<file path="src/rtl/bomb_pkg.sv">
// ---------------------------------------------------------------------------
// bomb_pkg
//   Shared types for the bomb array controller: the per-channel state
//   enumeration and a small decode helper used by the channel outputs.
// ---------------------------------------------------------------------------
package bomb_pkg;

  typedef enum logic [2:0] {
    S_IDLE,
    S_ARM,
    S_RUN,
    S_PAUSE,
    S_EXPLODE,
    S_SAVED
  } bomb_state_t;

  // A bomb counts as active from the arm cycle until it reaches an outcome.
  function automatic logic is_active(input bomb_state_t st);
    return (st == S_ARM) || (st == S_RUN) || (st == S_PAUSE);
  endfunction

endpackage

</file>
<file path="src/rtl/bomb_channel.sv">
// ---------------------------------------------------------------------------
// bomb_channel
//   One independent time-bomb: countdown register, pause-window counter and
//   the IDLE/ARM/RUN/PAUSE/EXPLODE/SAVED state machine.
// Ports
//   clk, reset     : system clock, synchronous active-high reset
//   OneSecPulse    : shared one-cycle seconds tick
//   arm            : start request (IDLE only), loads load_val
//   load_val       : initial countdown in seconds
//   pause          : enter a pause window (RUN only)
//   save           : defuse (RUN/PAUSE only)
//   clear          : return from EXPLODE/SAVED to IDLE
//   remaining      : current countdown value
//   active/explode/saved : Moore state decodes
// ---------------------------------------------------------------------------
module bomb_channel
  import bomb_pkg::*;
#(
  parameter int unsigned CNT_W     = 8,
  parameter int unsigned PAUSE_SEC = 3
) (
  input  logic             clk,
  input  logic             reset,
  input  logic             OneSecPulse,
  input  logic             arm,
  input  logic [CNT_W-1:0] load_val,
  input  logic             pause,
  input  logic             save,
  input  logic             clear,
  output logic [CNT_W-1:0] remaining,
  output logic             active,
  output logic             explode,
  output logic             saved
);

  localparam int unsigned PW = (PAUSE_SEC > 1) ? $clog2(PAUSE_SEC) : 1;
  localparam logic [PW-1:0] PCNT_LAST = PW'(PAUSE_SEC - 1);

  bomb_state_t      r_state;
  bomb_state_t      w_state_nxt;
  logic [CNT_W-1:0] r_count;
  logic [CNT_W-1:0] w_count_nxt;
  logic [PW-1:0]    r_pcnt;
  logic [PW-1:0]    w_pcnt_nxt;

  always_ff @(posedge clk) begin
    if (reset) begin
      r_state <= S_IDLE;
      r_count <= '0;
      r_pcnt  <= '0;
    end else begin
      r_state <= w_state_nxt;
      r_count <= w_count_nxt;
      r_pcnt  <= w_pcnt_nxt;
    end
  end

  always_comb begin
    w_state_nxt = r_state;
    w_count_nxt = r_count;
    w_pcnt_nxt  = r_pcnt;
    unique case (r_state)
      S_IDLE: begin
        if (arm) begin
          w_state_nxt = S_ARM;
          w_count_nxt = load_val;
        end
      end
      S_ARM: begin
        w_state_nxt = S_RUN;
      end
      S_RUN: begin
        // save beats an expired count, which beats pause, which beats the tick
        if (save) begin
          w_state_nxt = S_SAVED;
        end else if (r_count == '0) begin
          w_state_nxt = S_EXPLODE;
        end else if (pause) begin
          w_state_nxt = S_PAUSE;
          w_pcnt_nxt  = '0;
        end else if (OneSecPulse && (r_count != '0)) begin
          w_count_nxt = r_count - CNT_W'(1);
        end
      end
      S_PAUSE: begin
        if (save) begin
          w_state_nxt = S_SAVED;
        end else if (OneSecPulse) begin
          if (r_pcnt == PCNT_LAST) begin
            w_state_nxt = S_RUN;
          end else begin
            w_pcnt_nxt = r_pcnt + PW'(1);
          end
        end
      end
      S_EXPLODE, S_SAVED: begin
        if (clear) begin
          w_state_nxt = S_IDLE;
          w_count_nxt = '0;
        end
      end
      default: begin
        w_state_nxt = S_IDLE;
        w_count_nxt = '0;
        w_pcnt_nxt  = '0;
      end
    endcase
  end

  assign remaining = r_count;
  assign active    = is_active(r_state);
  assign explode   = (r_state == S_EXPLODE);
  assign saved     = (r_state == S_SAVED);

endmodule

</file>
<file path="src/rtl/bomb_array_ctrl.sv">
// ---------------------------------------------------------------------------
// bomb_array_ctrl
//   N_BOMBS independent time-bomb channels sharing one seconds tick.
// Ports
//   clk, reset     : system clock, synchronous active-high reset
//   OneSecPulse    : shared one-cycle seconds tick
//   arm/pause/save/clear : per-bomb game events, one bit per channel
//   load_val       : per-bomb initial seconds, bomb k at [k*CNT_W +: CNT_W]
//   remaining      : per-bomb countdown, same packing as load_val
//   active/explode/saved : per-bomb state decodes
//   any_explode    : registered OR of explode (one cycle behind)
// ---------------------------------------------------------------------------
module bomb_array_ctrl
  import bomb_pkg::*;
#(
  parameter int unsigned N_BOMBS   = 4,
  parameter int unsigned CNT_W     = 8,
  parameter int unsigned PAUSE_SEC = 3
) (
  input  logic                     clk,
  input  logic                     reset,
  input  logic                     OneSecPulse,
  input  logic [N_BOMBS-1:0]       arm,
  input  logic [N_BOMBS*CNT_W-1:0] load_val,
  input  logic [N_BOMBS-1:0]       pause,
  input  logic [N_BOMBS-1:0]       save,
  input  logic [N_BOMBS-1:0]       clear,
  output logic [N_BOMBS*CNT_W-1:0] remaining,
  output logic [N_BOMBS-1:0]       active,
  output logic [N_BOMBS-1:0]       explode,
  output logic [N_BOMBS-1:0]       saved,
  output logic                     any_explode
);

  logic [N_BOMBS-1:0] w_explode;
  logic               r_any_explode;

  for (genvar g = 0; g < N_BOMBS; g++) begin : g_ch
    bomb_channel #(
      .CNT_W    (CNT_W),
      .PAUSE_SEC(PAUSE_SEC)
    ) u_ch (
      .clk        (clk),
      .reset      (reset),
      .OneSecPulse(OneSecPulse),
      .arm        (arm[g]),
      .load_val   (load_val[g*CNT_W +: CNT_W]),
      .pause      (pause[g]),
      .save       (save[g]),
      .clear      (clear[g]),
      .remaining  (remaining[g*CNT_W +: CNT_W]),
      .active     (active[g]),
      .explode    (w_explode[g]),
      .saved      (saved[g])
    );
  end

  always_ff @(posedge clk) begin
    if (reset) r_any_explode <= 1'b0;
    else       r_any_explode <= |w_explode;
  end

  assign explode     = w_explode;
  assign any_explode = r_any_explode;

endmodule

</file>
<file path="config.mk">
export PLATFORM = sky130hd
export DESIGN_NAME = bomb_array_ctrl
export DESIGN_NICKNAME = d
export VERILOG_FILES = /design/src/rtl/bomb_pkg.sv /design/src/rtl/bomb_channel.sv /design/src/rtl/bomb_array_ctrl.sv
export SDC_FILE = /design/constraint.sdc
export NUM_CORES = 1
export LEC_CHECK = 0
export CAP_MARGIN = 30
export CORE_ASPECT_RATIO = 0.9
export CORE_MARGIN = 5
export CORE_UTILIZATION = 35
export DETAILED_ROUTE_END_ITERATION = 8
export PLACE_DENSITY = 0.68
export SLEW_MARGIN = 25
export SYNTH_ARGS = -nofsm -noshare
export SYNTH_HDL_FRONTEND = slang
export SYNTH_SLANG_ARGS = --single-unit
</file>
<file path="constraint.sdc">
create_clock -name clk -period 2.6 [get_ports clk]
set_clock_uncertainty 0.15 [all_clocks]
set_input_delay 0.65 -clock clk [delete_from_list [all_inputs] [get_ports clk]]
set_output_delay 0.65 -clock clk [all_outputs]
set_load 0.05 [all_outputs]
</file>
---- Word-level counts from Yosys, hierarchy flattened ----
Cells that the tools add are included.
word-level totals
  logic and storage cells ................. 246
  output and inout bits ................... 45
  input bits .............................. 51
  flip-flop bits (word level) ............. 53
operators by class
  eq/ne operators ......................... 76
  add/sub/neg operators ................... 8
  bitwise operators ....................... 8
  mux-type cells .......................... 92
  reduce and logical (&&, ||, !) cells .... 49
operators by type and width
  operator                                                               number
  8-bit two-way mux                                                      24
  8-bit one-hot mux with 4 select lines                                  4
  3-bit two-way mux                                                      32
  2-bit != test, second input constant                                   36
  3-bit one-hot mux with 5 select lines                                  4
  7-bit AND reduction                                                    8
  2-bit two-way mux                                                      24
  8-bit logical NOT                                                      4
  8-bit nonzero test                                                     4
  8-bit by 1-bit subtractor with 8-bit output, second input constant     4
  3-bit by 2-bit equality test with 1-bit output, second input constant  8
  3-bit equality test, second input constant                             8
  2-bit one-hot mux with 3 select lines                                  4
  5-bit AND reduction                                                    4
  4-bit OR reduction                                                     5
  4-bit by 3-bit != test with 1-bit output, second input constant        4
  2-bit OR reduction                                                     8
  3-bit by 1-bit equality test with 1-bit output, second input constant  4
  3-bit logical NOT                                                      4
  3-bit by 2-bit != test with 1-bit output, second input constant        4
  3-bit != test, second input constant                                   4
  2-bit by 1-bit adder with 2-bit output, second input constant          4
  2-bit equality test, second input constant                             4
  1-bit logical OR                                                       8
  other kinds (3)                                                        16

---- Logic depth before layout (Yosys ltp) ----
  depth after elaboration ................. 7
  gate-level depth with buffers ........... 8
  gate-level depth less buffers ........... 7

---- Hierarchy ----
A second synthesis with hierarchy kept.
unflattened totals
  cells, all modules ...................... 470
  area total of the unflattened synthesis .. 3,769.9 µm²
modules (own cells, without submodules)
  module                           cells each  area each (µm²)  times used  seq. area each (µm²)
  bomb_channel (g_ch[0].u_ch ...)  117         957.2            2           260.2
  bomb_channel (g_ch[3].u_ch)      117         913.4            1           260.2
  bomb_channel (g_ch[2].u_ch)      116         912.1            1           260.2
  bomb_array_ctrl                  3           30.0             1           20.0

---- Least setup slack after synthesis ----
OpenSTA, ideal clock, no wires.
  kind .................................... register -> register
  start ................................... register g_ch[2].u_ch.r_count[0]
  end ..................................... register g_ch[2].u_ch.r_state[1]
  cell stages (with the launch flop) ...... 8
  arrival ................................. 2,051 ps
  setup time .............................. 86 ps
  period minus slack after synthesis ...... 2,287 ps
  path buffers ............................ 0
  slack ................................... 313 ps
  data required time ...................... 2,364 ps
  cell sequence ........................... dfxtp_1 -> inv_1 -> ha_1 -> nor3b_1 -> nand2_1 -> a21oi_1 -> or3b_2 -> a211oi_1
on the way
  word-level cells in the longest chain between the ends .. 4
  elaborated cells on any way between the ends .. 6
  those cells by class .................... eq/ne: 1; mux: 3; reduce/logical: 2
ends and longest elaborated chain
  element                                RTL line            RTL
  start: declaration                     bomb_channel.sv:41  logic [CNT_W-1:0] r_count;
  start signal: assignment               bomb_channel.sv:53  r_count <= w_count_nxt;
  8-bit logical NOT *                    bomb_channel.sv:76  end else if (r_count == '0) begin
  3-bit two-way mux                      bomb_channel.sv:76
  3-bit two-way mux                      bomb_channel.sv:74  if (save) begin
  3-bit one-hot mux with 5 select lines  bomb_channel.sv:62  unique case (r_state)
  end signal: assignment                 bomb_channel.sv:52  r_state <= w_state_nxt;
  end: declaration                       bomb_channel.sv:39  bomb_state_t r_state;
Every way passes the cells marked *; elsewhere a longest branch is shown, timed or not.
A chain may end at the register's enable or synchronous reset.

---- Worst setup path in the final report ----
  start ................................... register g_ch[0].u_ch.r_state[1]
  end ..................................... output port explode[0]
on the way
  word-level cells in the longest chain between the ends .. 1
ends and longest elaborated chain
  element                   RTL line               RTL
  start: declaration        bomb_channel.sv:39
  start signal: assignment  bomb_channel.sv:52
  3-bit equality test       bomb_channel.sv:112    assign explode = (r_state == S_EXPLODE);
  end: declaration          bomb_array_ctrl.sv:30  output logic [N_BOMBS-1:0] explode,
No other way between the ends.

==> qor.yml <==
place_congestion: 0.8526
clkSlewWorstSetupHoldPaths_ns: 0.07
drtIter0Drc: 219
cp-start-kind: "register"
maxCapViolCount: 0
netlist.area_leader.share_pct: 28.57
initial_core_util_pct: 36.09
avgSynthCellArea_sq_um: 7.851
vias: 3781
synth_edf_count: 0
grt_setup_unrepaired: "no"
io_pins: 96
worst_pin_slew_ns: 0.6858
powerDensity_nw_per_um2: 1440
grt_pass1_wl_mm: 17.64
fin_crit_sh_pct: 94.31
fin_nets: 625
holdPathStages: 1
regToRegEndpoint: "g_ch[2].u_ch.remaining[6]$_SDFFE_PP0P_"
status: "complete, no violations"
drive_gt1_share_pct: 11.57
post_cts_buffers: 0
ys_ff_latch: 53
path_cells: "nor3b_1 > buf_12"
end_kind: "output pin"
finalHoldViolCount: 0
cts_tree: "yes"
crit_buf_inv: 1
reg2reg_depth: 8
r2r_start: "g_ch[2].u_ch.remaining[0]$_SDFFE_PP0P_"
slew_violations: 0
layout_commonest_cell: "clkdlybuf4s50_1"
cp_slowest_cell: "nor3b_1"
worstPathMaxFanout: 21
grt_max_degree: 28
yosysSeqAreaShare_pct: 28.57
netlist.top_cell.by_area: "dfxtp_1"
dieArea_sq_um: 12770
synthArstFlopShare_pct: 0
rows: 35
cp.arrival_ns: 1.65
dpl_cell_area_sq_um: 4815
slowest_delay_ns: 0.62
area_growth_pct: 33.59
cts_buffers: 5
antenna_found_initial: 0
cts-root-buf: "clkbuf_16"
synth_ff_type: "dfxtp_1"
p_leak_nw: 1.811
grt_usage_pct: 15.97
final_cell_mix: "82 x clkdlybuf4s50_1, 53 x dfxtp_1, 52 x nor2_1, 37 x a21oi_1, 35 x buf_4"
synth_cell_types: 71
coreArea_sq_um: 10290
grt.overflow.total: 0
ant_nets: 0
grt_pass1_vias: 3671
ys_warn_count: 0
drcViolationCount: 0
htree_levels: 2
hold_path.startpoint: "g_ch[0].u_ch.r_pcnt[0]$_SDFFE_PP0P_"
required_ns: 1.80
detail_route.first_pass.iterations: 5
post-route-min-period_ns: 2.452
min_to: "g_ch[0].u_ch.r_pcnt[0]$_SDFFE_PP0P_"
portBuffers: 95
max_slew_margin_pct: 54.22
ctsHoldBuffers: 0
cts_resized: 0
hpwl_mm: 7.838
mappedNetlistNets: 536
utilization_pct: 48.21
routedWlPerCell_microns: 15.14
setup_viol: 0
ir_drop_mv: 0.6997
holdCritPathClass: "register to register"
clock_insertion_delay_worst_skew_ns: 0.28
diodes: 0
syn_inst: 473
crit_type: "register to output pin"
die_w_microns: 118.6
final_area_sq_um: 4961
via_per_inst: 5.472
place_ws_ns: -0.07213
seqCellArea_sq_um: 1061
fp.dieH_microns: 107.7
fillers: 1029
multi_input_area_sq_um: 2372
finalWorstSetupSlack_ns: 0.1479
clk_path_buf_depth: 2
cp_top_family: "simple AND/OR/NAND/NOR gates"
cts_sinks: 53
syn-cell-area_sq_um: 3714
wl_mm: 10.46
fmax_mhz: 407.8
rrSetupSlack_ns: 0.38
synth_area_leaders: "dfxtp_1 29%, nor2_1 5.3%, a21oi_1 5.0%"
## flip-flops by register name, summed over array words and instances, names as in the netlist
name,count
g_ch.u_ch.remaining,32
g_ch.u_ch.r_pcnt,8
g_ch.u_ch.r_state,12
any_explode,1
## through the flow
stage | cells | power (mW) | setup TNS (ns) | hold WS, ns
floorplan | 473 | 5.123 | 0 | 0.2817
global placement | 684 | 6.386 | -0.02750 | 0.2972
detailed placement | 684 | 6.477 | -0.3484 | 0.3229
CTS | 691 | 7.160 | 0 | 0.3373
global route | 691 | 7.697 | 0 | 0.3763
finish | 691 | 7.143 | 0 | 0.3336
## synth_stat cells, types with 4 or more instances
master	count
a211oi_1	19
a21oi_1	37
a22oi_1	7
a31oi_1	7
and3_1	5
buf_2	8
buf_4	14
clkbuf_1	15
dfxtp_1	53
ha_1	12
inv_1	18
nand2_1	30
nand2b_1	10
nand3_1	7
nand3b_1	8
nor2_1	52
nor2b_1	4
nor3_1	19
nor3b_1	12
nor4_1	4
o211ai_1	5
o21ai_0	18
o21ai_1	8
o21bai_1	4
or3b_1	5
or3b_2	4
xnor2_1	9
xor2_1	5
## worst max path at each step
stage | slack (ns) | endpoint | depth (start not counted) | startpoint
after detailed placement | -0.07 | g_ch[3].u_ch.remaining[5]$_SDFFE_PP0P_ | 7 | OneSecPulse
after global routing | 0.01 | explode[0] | 2 | g_ch[0].u_ch.r_state[2]$_SDFFE_PP0P_
after CTS | 0.10 | explode[0] | 2 | g_ch[0].u_ch.r_state[1]$_SDFFE_PP0P_
after global placement | -0.01 | g_ch[3].u_ch.remaining[6]$_SDFFE_PP0P_ | 7 | OneSecPulse
after floorplan | 0.31 | g_ch[2].u_ch.r_state[1]$_SDFFE_PP0P_ | 7 | g_ch[2].u_ch.remaining[0]$_SDFFE_PP0P_
final | 0.15 | explode[0] | 2 | g_ch[0].u_ch.r_state[1]$_SDFFE_PP0P_
## area by class of cell
class | instances | share of cell area (%)
well taps | 129 | 3.253
multi-input cells | 362 | 47.82
inverters | 19 | 1.438
flip-flops and latches | 53 | 21.39
clock inverters | 1 | 0.1513
clock buffers | 6 | 2.799
repair buffers | 121 | 23.15
## routing by layer
metal / track usage, % / part of all wire (%)
met5: 0 / 0
met4: 2.915 / 0.80
met3: 3.521 / 5.6
met2: 25.28 / 44
met1: 22.45 / 50
## power breakdown
part	switching [mW]	internal (mW)
logic	2.78	2.02
registers	0.571	1.10
clock network	0.286	0.378
total	3.64	3.50
## kinds of logic after synthesis
logic type / Yosys count / share of synthesized area, %
flip-flops: 53 / 28.57
adder cells (fa/ha/maj): 12 / 4.043
XOR/XNOR: 14 / 3.302
AND/OR/NAND/NOR: 182 / 27.93
AO/OA/AOI/OAI: 152 / 28.07
multiplexers: 2 / 0.5391
buffers and inverters: 58 / 7.547
No activity file was read; power rests on OpenSTA's default activity.
